## config.mk

```make
export PLATFORM = sky130hd
export DESIGN_NAME = ascon_serial_loader
export DESIGN_NICKNAME = d
export VERILOG_FILES = /design/src/rtl/ascon_serial_loader.sv
export SDC_FILE = /design/constraint.sdc
export NUM_CORES = 1
export LEC_CHECK = 0
export BUFFER_PORTS_ARGS = -buffer_cell sky130_fd_sc_hd__buf_2
export CORE_UTILIZATION = 40
export CTS_CLUSTER_DIAMETER = 80
export DETAILED_ROUTE_END_ITERATION = 8
export SYNTH_ARGS = -nofsm -noshare
export SYNTH_HDL_FRONTEND = slang
export SYNTH_SLANG_ARGS = --single-unit
```

## constraint.sdc

```tcl
create_clock -name clk -period 40.9 [get_ports clk]
set_input_delay 4.09 -clock clk [delete_from_list [all_inputs] [get_ports clk]]
set_output_delay 4.09 -clock clk [all_outputs]
set_load 0.005 [all_outputs]
```

## src/rtl/ascon_serial_loader.sv

```systemverilog
// Host front end for the bit-serial Ascon core: collects operands through 32-bit writes,
// streams them MSB-first into the core, pulses start and times the run until ready.
module ascon_serial_loader #(
  parameter int unsigned KEY_W        = 128,
  parameter int unsigned NONCE_W      = 128,
  parameter int unsigned AD_W         = 40,
  parameter int unsigned DATA_W       = 104,
  parameter int unsigned START_CYCLES = 5
) (
  input  logic        clk,
  input  logic        rst,
  input  logic        cfg_wr,
  input  logic [1:0]  cfg_sel,
  input  logic [31:0] cfg_wdata,
  input  logic        go,
  input  logic        decrypt_i,
  input  logic        ascon_readyxSO,
  output logic        core_rst,
  output logic        keyxSI,
  output logic        noncexSI,
  output logic        associated_dataxSI,
  output logic        output_dataxSI,
  output logic        ascon_startxSI,
  output logic        decrypt,
  output logic        busy,
  output logic        done,
  output logic [15:0] cycle_cnt
);

  localparam int unsigned MaxKn = (KEY_W > NONCE_W) ? KEY_W : NONCE_W;
  localparam int unsigned MaxAd = (AD_W > DATA_W) ? AD_W : DATA_W;
  localparam int unsigned MAX_W = (MaxKn > MaxAd) ? MaxKn : MaxAd;
  localparam int unsigned IdxW  = (MAX_W > 1) ? $clog2(MAX_W) : 1;
  localparam int unsigned ScW   = $clog2(START_CYCLES + 1);

  typedef enum logic [2:0] {StIdle, StCrst, StShift, StStart, StWait, StDone} state_e;

  state_e            state_q;
  logic [IdxW-1:0]   i_q;
  logic [IdxW-1:0]   nxt_idx;
  logic [IdxW-1:0]   pos;
  logic [ScW-1:0]    sc_q;
  logic [KEY_W-1:0]   key_q;
  logic [NONCE_W-1:0] nonce_q;
  logic [AD_W-1:0]    ad_q;
  logic [DATA_W-1:0]  data_q;
  logic [MAX_W-1:0]  key_pad, nonce_pad, ad_pad, data_pad;

  // Shadow registers shift in one word per write, MSB word first.
  always_ff @(posedge clk or posedge rst) begin
    if (rst) begin
      key_q   <= '0;
      nonce_q <= '0;
      ad_q    <= '0;
      data_q  <= '0;
    end else if (cfg_wr && !busy) begin
      case (cfg_sel)
        2'd0:    key_q   <= KEY_W'({key_q, cfg_wdata});
        2'd1:    nonce_q <= NONCE_W'({nonce_q, cfg_wdata});
        2'd2:    ad_q    <= AD_W'({ad_q, cfg_wdata});
        default: data_q  <= DATA_W'({data_q, cfg_wdata});
      endcase
    end
  end

  // Left-align every register to MAX_W so bits beyond its width read as zero.
  always_comb begin
    key_pad   = MAX_W'(key_q) << (MAX_W - KEY_W);
    nonce_pad = MAX_W'(nonce_q) << (MAX_W - NONCE_W);
    ad_pad    = MAX_W'(ad_q) << (MAX_W - AD_W);
    data_pad  = MAX_W'(data_q) << (MAX_W - DATA_W);
    nxt_idx   = (state_q == StCrst) ? '0 : i_q + 1'b1;
    pos       = IdxW'(MAX_W - 1) - nxt_idx;
  end

  always_ff @(posedge clk or posedge rst) begin
    if (rst) begin
      state_q            <= StIdle;
      i_q                <= '0;
      sc_q               <= '0;
      core_rst           <= 1'b0;
      keyxSI             <= 1'b0;
      noncexSI           <= 1'b0;
      associated_dataxSI <= 1'b0;
      output_dataxSI     <= 1'b0;
      ascon_startxSI     <= 1'b0;
      decrypt            <= 1'b0;
      busy               <= 1'b0;
      done               <= 1'b0;
      cycle_cnt          <= '0;
    end else begin
      core_rst <= 1'b0;
      done     <= 1'b0;
      unique case (state_q)
        StIdle: begin
          if (go) begin
            decrypt  <= decrypt_i;
            busy     <= 1'b1;
            core_rst <= 1'b1;
            state_q  <= StCrst;
          end
        end
        StCrst, StShift: begin
          if (state_q == StShift && i_q == IdxW'(MAX_W - 1)) begin
            keyxSI             <= 1'b0;
            noncexSI           <= 1'b0;
            associated_dataxSI <= 1'b0;
            output_dataxSI     <= 1'b0;
            ascon_startxSI     <= 1'b1;
            sc_q               <= '0;
            state_q            <= StStart;
          end else begin
            i_q                <= nxt_idx;
            keyxSI             <= key_pad[pos];
            noncexSI           <= nonce_pad[pos];
            associated_dataxSI <= ad_pad[pos];
            output_dataxSI     <= data_pad[pos];
            state_q            <= StShift;
          end
        end
        StStart: begin
          if (sc_q == ScW'(START_CYCLES - 1)) begin
            ascon_startxSI <= 1'b0;
            cycle_cnt      <= '0;
            state_q        <= StWait;
          end else begin
            sc_q <= sc_q + 1'b1;
          end
        end
        StWait: begin
          if (ascon_readyxSO) begin
            done    <= 1'b1;
            busy    <= 1'b0;
            state_q <= StDone;
          end else if (cycle_cnt != 16'hFFFF) begin
            cycle_cnt <= cycle_cnt + 16'd1;
          end
        end
        StDone:  state_q <= StIdle;
        default: state_q <= StIdle;
      endcase
    end
  end

endmodule

```

==> impl_metrics.tcl, run 1 <==
set metrics [dict create \
    outcome "completed" \
    worst_path_most_repeated_cell "sky130_fd_sc_hd__buf_4" \
    syn-cell-area_um2 20500 \
    synth-edff-count 0 \
    cts.hold.buffers_added 0 \
    cts.repair.resized 0 \
    cts_tree "yes" \
    detailedRoute.firstPassIterationCount 5 \
    final.setup_skew_ns 0.0120 \
    finalCritPeriodShare_pct 15.3 \
    dieWidth_um 229 \
    slew_violations 0 \
    achievable-frequency_mhz 160 \
    place.gp.congestion 0.802 \
    yosys_register_bits 438 \
    power.density_cell_area_nw_per_um2 39.6 \
    num-fill-cells 4546 \
    cts_max_path_buffers 3 \
    finalNetCount 1660 \
    cts.reportedPaths.clkPinSlew_ns 0.06 \
    first_global_vias 13600 \
    synthDominantAreaCellType "sky130_fd_sc_hd__dfrtp_1" \
    async_flop_share_pct 100 \
    io_pins 65 \
    cts_root_buffer "sky130_fd_sc_hd__clkbuf_16" \
    vdd.ir_drop.worst_v 0.0000295 \
    viasPerCell 5.73 \
    syn_avg_cell_area_um2 12.9 \
    initial_core_util_pct 40.8 \
    post_synth_num_cell_types 79 \
    post_route_cells_drive_above_1_share_pct 38.7 \
    final-hold-violation-count 0 \
    synth_common_cells "438 x sky130_fd_sc_hd__dfrtp_1, 423 x sky130_fd_sc_hd__mux2_2, 104 x sky130_fd_sc_hd__nand2_1, 59 x sky130_fd_sc_hd__o21ai_0, 56 x sky130_fd_sc_hd__clkbuf_1" \
    die_height_um 229 \
    worst-setup-path-type "in2reg" \
    timing.critical_path.cells "buf_2 -> nor2b_1 -> nand2_1 -> nor2_4 -> buf_4 -> buf_4 -> mux2_2" \
    core-area_um2 50400 \
    setup_repair_after_global_routing_missed_its_margin "no" \
    groute.usage.overall_pct 20.9 \
    total_power_w 0.000915 \
    tns_ns 0 \
    hp-class "reg2reg" \
    grt_overflow_total 0 \
    clock_sinks 438 \
    flow.area_growth_from_synthesis_pct 12.6 \
    final_critical_path_setup_slack_ns 34.65 \
    global_route_wire_length_before_repair_mm 84.6 \
    critical_path_depth 7 \
    drc_errors 0 \
    drt-total-wl_mm 53.8 \
    crit_path_end_kind "flip-flop" \
    synth.most_common_cell "sky130_fd_sc_hd__dfrtp_1" \
    detailed_place.area_um2 21400 \
    yosysWarnings 0 \
    max_cap_viol_count 0 \
    pin_count_of_the_biggest_net_entering_global_routing 177 \
    synthTopCellsByArea "sky130_fd_sc_hd__dfrtp_1 53%, sky130_fd_sc_hd__mux2_2 23%, sky130_fd_sc_hd__mux4_2 2.4%, sky130_fd_sc_hd__mux2i_1 2.2%, sky130_fd_sc_hd__nand2_1 1.9%" \
    route.detailed.wl_per_inst_um 23.1 \
    detailroute.via_count 13300 \
    synth_top_flop_cell "sky130_fd_sc_hd__dfrtp_1" \
    ff2ff_path_depth 9 \
    clock_latency_ns 0.59 \
    antenna_violating_nets_post_route 0 \
    critPathLaunchType "primary input" \
    worst_setup_slack_post_dpl_ns 34.11 \
    grt_antenna_before_repair 0 \
    detailedRoute.firstIterationViolations 1108 \
    worst-path-max-fanout 73 \
    cts_setup_buffers 0 \
    synth_top_cell_area_share_pct 53.4 \
    synth_cells 1589 \
    port_buf_inserts 64 \
    timing_worst_slew_pin_value_ns 1.13 \
    floorplan.die_area_um2 52300 \
    critPathArrivalTime_ns 6.71 \
    worstHoldPathCells 1 \
    cpLargestDelayFamily "buffers and inverters" \
    synth-seq-area-share_pct 53.4 \
    final_min_period_ns 6.25 \
    synthesis.nets 1633 \
    rows 82 \
    max_slew_margin_pct 24.2 \
    timing.final.setup_violations 0 \
    critical_path_required_ns 41.37 \
    dp.final_hpwl_mm 34.0 \
    htree_num_levels 2 \
    leakagePower_nw 10.7 \
    slowest_delay_ns 0.73 \
    worst-path-buf-inv 3 \
    cell_at_the_slowest_stage_of_the_critical_path "sky130_fd_sc_hd__buf_4" \
    cts-buffers-inserted 50 \
    layout.cell_area.non_filler_um2 23100 \
]
==> metal layers <==
layer  part of all wire (%)  track usage [%]
met1                     46             30.3
met2                     46             32.5
met3                    4.7             2.86
met4                    2.6             6.67
met5                      0                0
==> stage by stage <==
step / hold slack (ns) / util [%] / std cells
after detailed placement: 0.468 / 42.6 / 2236
after CTS: 0.482 / 45.9 / 2325
final: 0.484 / 45.9 / 2326
after global routing: 0.507 / 45.9 / 2325
after floorplan: 0.450 / - / 1589
after global placement: 0.463 / 42.6 / 2236
==> kinds of logic after synthesis <==
| logic type | share of synthesized area, % |
|---|---|
| compound gates | 9.26 |
| xor+xnor | 0.841 |
| buf+inv | 2.91 |
| fa+ha+maj | 0.244 |
| mux | 27.8 |
| simple gates | 5.59 |
| flops | 53.4 |
==> power by group <==
part            total, W  leakage, nW  switching [W]  internal (W)
logic          0.0000201         3.86      0.0000145    0.00000557
clock network   0.000456        0.833       0.000177      0.000279
registers       0.000439         6.04     0.00000240      0.000437
total           0.000915         10.7       0.000194      0.000722
==> placed cells by master (no fill, tap or decap), drive strengths merged, types with 31 or more instances in the layout <==
master | Yosys | routed
mux2i | 45 | 45
clkbuf | 57 | 78
mux2 | 423 | 423
a21oi | 53 | 53
buf | 57 | 89
a211oi | 38 | 38
dfrtp | 438 | 438
nor2 | 31 | 31
o21ai | 59 | 59
nand2 | 107 | 107
==> final cells by class <==
class	count	area (um^2)	area share, %
Antenna cell	1	2.50	0.0108
Clock buffer	78	1560	6.74
Clock inverter	11	135	0.584
Inverter	16	67.6	0.292
Multi-Input combinational cell	1021	9040	39.1
Sequential cell	438	11000	47.4
Tap cell	672	841	3.63
Timing Repair Buffer	89	520	2.25
==> final timing paths <==
path / startpoint / to / slack (ns)
setup reg to reg: i_q[0]$_DFFE_PP0P_ / output_dataxSI$_DFFE_PP0P_ / 36.22
hold reg to reg: ascon_startxSI$_DFFE_PP0P_ / ascon_startxSI$_DFFE_PP0P_ / 0.48
hold / removal: ascon_startxSI$_DFFE_PP0P_ / ascon_startxSI$_DFFE_PP0P_ / 0.48
min in group asynchronous: rst / cycle_cnt[13]$_DFFE_PP0P_ / 3.63
max in group asynchronous: rst / key_pad[50]$_DFFE_PP0P_ / 35.66
setup / recovery: cfg_wr / nonce_pad[62]$_DFFE_PP0P_ / 34.65
==> sequential cells by signal (all words and copies together) (netlist names), 3 cells and up <==
| name | count |
|---|---|
| key_pad | 128 |
| nonce_pad | 128 |
| data_q | 104 |
| ad_q | 40 |
| cycle_cnt | 16 |
| i_q | 7 |
| sc_q | 3 |
| state_q | 3 |
(Power assumes the default switching activity.)
==> run 2, diff against run 1 <==
clock period = 5.5 ns   (was 40.9 ns; I/O delays follow)
==> impl_metrics.tcl, run 2 (synthesized netlist as in run 1, its figures left out) <==
set metrics [dict create \
    slew_violations 0 \
    die_height_um 229 \
    finalNetCount 1665 \
    r2r-start "state_q[2]$_DFFE_PP0P_" \
    clkPwrFrac_pct 49.1 \
    clock_sinks 438 \
    worst_path_most_repeated_cell "sky130_fd_sc_hd__buf_4" \
    final.setup_skew_ns 0.0175 \
    pin_count_of_the_biggest_net_entering_global_routing 164 \
    cts.repair.resized 0 \
    worst-setup-path-type "reg2reg" \
    first_global_vias 13800 \
    final_critical_path_setup_slack_ns 1.91 \
    critical_path_required_ns 5.99 \
    dpl.cell_count 2243 \
    final_min_period_ns 3.59 \
    cts-buffers-inserted 48 \
    finalCritPeriodShare_pct 65.3 \
    tns_ns 0 \
    switching_share_pct 21.6 \
    timing.final.setup_violations 0 \
    r2r_end "noncexSI$_DFFE_PP0P_" \
    use_met1_pct 30.2 \
    detailroute.via_count 13700 \
    rows 82 \
    hp-class "in2async" \
    cts.reportedPaths.clkPinSlew_ns 0.06 \
    leakagePower_nw 10.7 \
    antenna-diode-count 0 \
    ff2ff_setup_slack_ns 1.91 \
    cell_at_the_slowest_stage_of_the_critical_path "sky130_fd_sc_hd__or3b_4" \
    setup_repair_after_global_routing_missed_its_margin "no" \
    cts.hold.buffers_added 0 \
    place.gp.congestion 0.870 \
    dp.final_hpwl_mm 36.9 \
    busiest_layer "met2" \
    power.combinational.fraction_pct 2.2 \
    critPathArrivalTime_ns 4.09 \
    io_pins 65 \
    port_buf_inserts 64 \
    groute.usage.overall_pct 21.4 \
    internal_power_w 0.00527 \
    cts_tree "yes" \
    finalCoreUtilization_pct 46.0 \
    use_met2_pct 32.5 \
    cts_max_path_buffers 3 \
    detailedRoute.firstPassIterationCount 6 \
    floorplan.die_area_um2 52300 \
    antenna_violating_nets_post_route 0 \
    timing_worst_slew_pin_value_ns 1.14 \
    switching_power_w 0.00145 \
    outcome "completed" \
    route.detailed.wl_per_inst_um 23.9 \
    global_route.usage.met3_pct 3.90 \
    grt_overflow_total 0 \
    slowest_delay_ns 0.68 \
    ff2ff_path_depth 9 \
    critPathLaunchType "flip-flop" \
    layout_commonest_cell "sky130_fd_sc_hd__dfrtp_1" \
    detailedRoute.firstIterationViolations 1217 \
    power.density_cell_area_nw_per_um2 290 \
    final-hold-violation-count 0 \
    p_seq_share_pct 48.7 \
    final_cell_mix "437 x sky130_fd_sc_hd__dfrtp_1, 423 x sky130_fd_sc_hd__mux2_2, 104 x sky130_fd_sc_hd__nand2_1" \
    cts_setup_buffers 0 \
    achievable-frequency_mhz 278 \
    dieWidth_um 229 \
    cts_root_buffer "sky130_fd_sc_hd__clkbuf_16" \
    max_slew_margin_pct 23.7 \
    grt_antenna_before_repair 0 \
    flow.area_growth_from_synthesis_pct 12.8 \
    finish.cell_count_without_fillers 2327 \
    viasPerCell 5.89 \
    timing.critical_path.cells "or3b_4 -> nand2_4 -> buf_4 -> buf_4 -> a221oi_1 -> o311ai_0 -> a31o_2 -> o221ai_1 -> o311ai_1" \
    crit_path_end_kind "flip-flop" \
    core-area_um2 50400 \
    global_route_wire_length_before_repair_mm 86.2 \
    clock_latency_ns 0.60 \
    drt-total-wl_mm 55.6 \
    initial_core_util_pct 40.8 \
    post_route_cells_drive_above_1_share_pct 39.0 \
    vdd.ir_drop.worst_v 0.000213 \
    max_cap_viol_count 0 \
    htree_num_levels 2 \
    worst_setup_slack_post_dpl_ns 2.02 \
    hold-worst-slack_ns 0.0152 \
    drc_errors 0 \
    worst-path-max-fanout 31 \
]
==> run 2: cell type report <==
class / instances / area, um^2
timing repair buffer: 96 / 648
tap: 672 / 841
fill: 4525 / 27200
inverter: 16 / 63.8
clock buffer: 67 / 1410
sequential: 438 / 11000
multi-input combinational: 1021 / 9030
clock inverter: 17 / 204
==> run 2: worst max-delay path by stage <==
stage,from,endpoint,cells after the start
floorplan,rst,ad_q[0]$_DFFE_PP0P_,1
global placement,i_q[0]$_DFFE_PP0P_,output_dataxSI$_DFFE_PP0P_,8
detailed placement,i_q[0]$_DFFE_PP0P_,noncexSI$_DFFE_PP0P_,10
CTS,i_q[0]$_DFFE_PP0P_,noncexSI$_DFFE_PP0P_,10
global route,i_q[0]$_DFFE_PP0P_,noncexSI$_DFFE_PP0P_,10
finish,state_q[2]$_DFFE_PP0P_,noncexSI$_DFFE_PP0P_,9
==> run 2: power groups by stage <==
stage	logic (W)	clock network [W]	registers (W)
floorplan	0.0000828	0	0.00332
global placement	0.000152	0	0.00333
detailed placement	0.000154	0	0.00333
CTS	0.000155	0.00337	0.00327
global route	0.000167	0.00349	0.00327
finish	0.000148	0.00330	0.00327
==> run 2: worst max-delay path, delay by kind of cell, from the launching register on <==
kind,cells,cell delay (ns)
AND/OR/NAND/NOR,2,1.13
flip-flops,1,0.53
AO/OA/AOI/OAI,5,1.21
buffers and inverters,2,0.59
==> run 2: stage by stage <==
stage	power, W	area, um^2
CTS	0.00680	23200
global placement	0.00348	21600
detailed placement	0.00348	21600
finish	0.00672	23200
global route	0.00693	23200
floorplan	0.00340	20500
==> run 2: layer usage <==
layer	vias up	share of wire (%)	wire, um
met1	7148	45	24900
met3	111	6.4	3560
met4	0	3.6	1980
met5	-	0	0
li1	5950	-	-
met2	491	45	25100
==> run 3, diff against run 2 <==
clock period = 3 ns   (was 5.5 ns; I/O delays follow)
==> impl_metrics.tcl, run 3 (synthesized netlist as in run 1, its figures left out) <==
set metrics [dict create \
    busiest_layer "met2" \
    worst-setup-path-type "reg2reg" \
    layout_commonest_cell "sky130_fd_sc_hd__dfrtp_1" \
    crit_path_end_kind "flip-flop" \
    leakagePower_nw 11.1 \
    critical_path_required_ns 3.50 \
    route.detailed.wl_per_inst_um 23.9 \
    port_buf_inserts 64 \
    first_global_vias 14300 \
    hp-class "in2reg" \
    timing.critical_path.cells "or3b_4 -> buf_4 -> nand2_2 -> o21ai_0 -> a21oi_1 -> o32ai_2 -> buf_4 -> o31a_1 -> o311ai_1" \
    outcome "completed" \
    tns_ns 0 \
    final_min_period_ns 2.90 \
    global_route_wire_length_before_repair_mm 88.6 \
    final_cell_mix "437 x sky130_fd_sc_hd__dfrtp_1, 423 x sky130_fd_sc_hd__mux2_2, 104 x sky130_fd_sc_hd__nand2_1" \
    grt_antenna_before_repair 1 \
    drt-total-wl_mm 57.6 \
    critPathArrivalTime_ns 3.40 \
    use_met1_pct 29.9 \
    dieWidth_um 229 \
    antenna_violating_nets_post_route 0 \
    clock_latency_ns 0.60 \
    max_cap_viol_count 0 \
    antenna-diode-count 0 \
    final.setup_skew_ns 0.0335 \
    cell_at_the_slowest_stage_of_the_critical_path "sky130_fd_sc_hd__or3b_4" \
    floorplan.die_area_um2 52300 \
    worstHoldStart "cfg_wdata[29]" \
    achievable-frequency_mhz 344 \
    max_slew_margin_pct 31.7 \
    timing_worst_slew_pin_value_ns 1.03 \
    pin_count_of_the_biggest_net_entering_global_routing 171 \
    slowest_delay_ns 0.50 \
    use_met2_pct 34.5 \
    initial_core_util_pct 40.8 \
    setup_repair_after_global_routing_missed_its_margin "no" \
    cts_root_buffer "sky130_fd_sc_hd__clkbuf_16" \
    detailedRoute.firstPassIterationCount 5 \
    core-area_um2 50400 \
    groute.usage.overall_pct 22.1 \
    vdd.ir_drop.worst_v 0.000391 \
    cts_max_path_buffers 3 \
    place.gp.congestion 0.958 \
    post_route_cells_drive_above_1_share_pct 41.3 \
    io_pins 65 \
    detailedRoute.firstIterationViolations 1162 \
    rows 82 \
    detailroute.via_count 13900 \
    slew_violations 0 \
    htree_num_levels 2 \
    total_power_w 0.0120 \
    cts_tree "yes" \
    r2r-start "state_q[2]$_DFFE_PP0P_" \
    critPathLaunchType "flip-flop" \
    finalCritPeriodShare_pct 96.8 \
    dp.final_hpwl_mm 40.0 \
    final-hold-violation-count 0 \
    grt_overflow_total 0 \
    finalNetCount 1749 \
    worst_path_most_repeated_cell "sky130_fd_sc_hd__buf_4" \
    global_route.usage.met3_pct 4.93 \
    power.density_cell_area_nw_per_um2 504 \
    flow.area_growth_from_synthesis_pct 16.2 \
    timing.final.setup_violations 0 \
    crit_path_start "state_q[2]$_DFFE_PP0P_" \
    worst-path-max-fanout 11 \
    viasPerCell 5.76 \
    drc_errors 0 \
    die_height_um 229 \
    cts-buffers-inserted 48 \
    cts.reportedPaths.clkPinSlew_ns 0.06 \
    clock_sinks 438 \
]
==> run 3: path summary, 6_finish.rpt <==
check | slack [ns] | cells past startpoint | end
max | 0.1 | 9 | noncexSI$_DFFE_PP0P_
min | 0.03 | 2 | nonce_pad[29]$_DFFE_PP0P_
max reg2reg | 0.1 | 9 | noncexSI$_DFFE_PP0P_
min reg2reg | 0.48 | 1 | key_pad[70]$_DFFE_PP0P_
max in group asynchronous | 1.58 | 4 | data_q[19]$_DFFE_PP0P_
min in group asynchronous | 0.45 | 4 | data_q[88]$_DFFE_PP0P_
==> run 3: where the power goes <==
part | switching (W) | leakage [nW] | total (W) | internal, W
registers | 0.0000443 | 6.04 | 0.00600 | 0.00596
logic | 0.000194 | 4.35 | 0.000287 | 0.0000935
clock network | 0.00246 | 0.734 | 0.00574 | 0.00328
==> run 3: timing repair <==
item / in CTS / in global routing
endpoints found under the hold margin: 144 / 0
setup buffers: 0 / 1
resized for setup: 0 / 14
setup endpoints to repair: 0 / 3
hold buffers: 14 / 0
==> run 3: layout make-up <==
type	instances	area, um^2
fillers	4474	26500
flip-flops and latches	438	11000
multi-input cells	1021	9080
repair buffers	180	1420
clock buffers	62	1320
well taps	672	841
clock inverters	20	181
inverters	16	63.8
==> run 3: per-layer routing <==
metal | share of wire [%] | vias to the layer above
met3 | 6.6 | 117
met4 | 3.4 | 0
met2 | 46 | 488
met5 | 0 | -
met1 | 44 | 7149
li1 | - | 6118
==> run 3: critical path, delay by kind of cell (launching register included) <==
family	cells	cell delay, ns
compound gates	5	1.21
simple gates	2	0.79
flops	1	0.42
buf+inv	2	0.38
==> run 3: per-stage QoR <==
step	hold slack (ns)	utilization (%)	instances	worst slack, ns	area [um^2]
after floorplan	0.417	-	1589	-3.22	20500
after global placement	0.459	43.9	2311	0.0489	22100
final	0.0262	47.4	2409	0.0958	23900
after detailed placement	0.473	43.9	2311	0.0847	22100
after CTS	0.00679	47.2	2407	0.0596	23800
after global routing	0.0262	47.4	2409	0.0159	23900
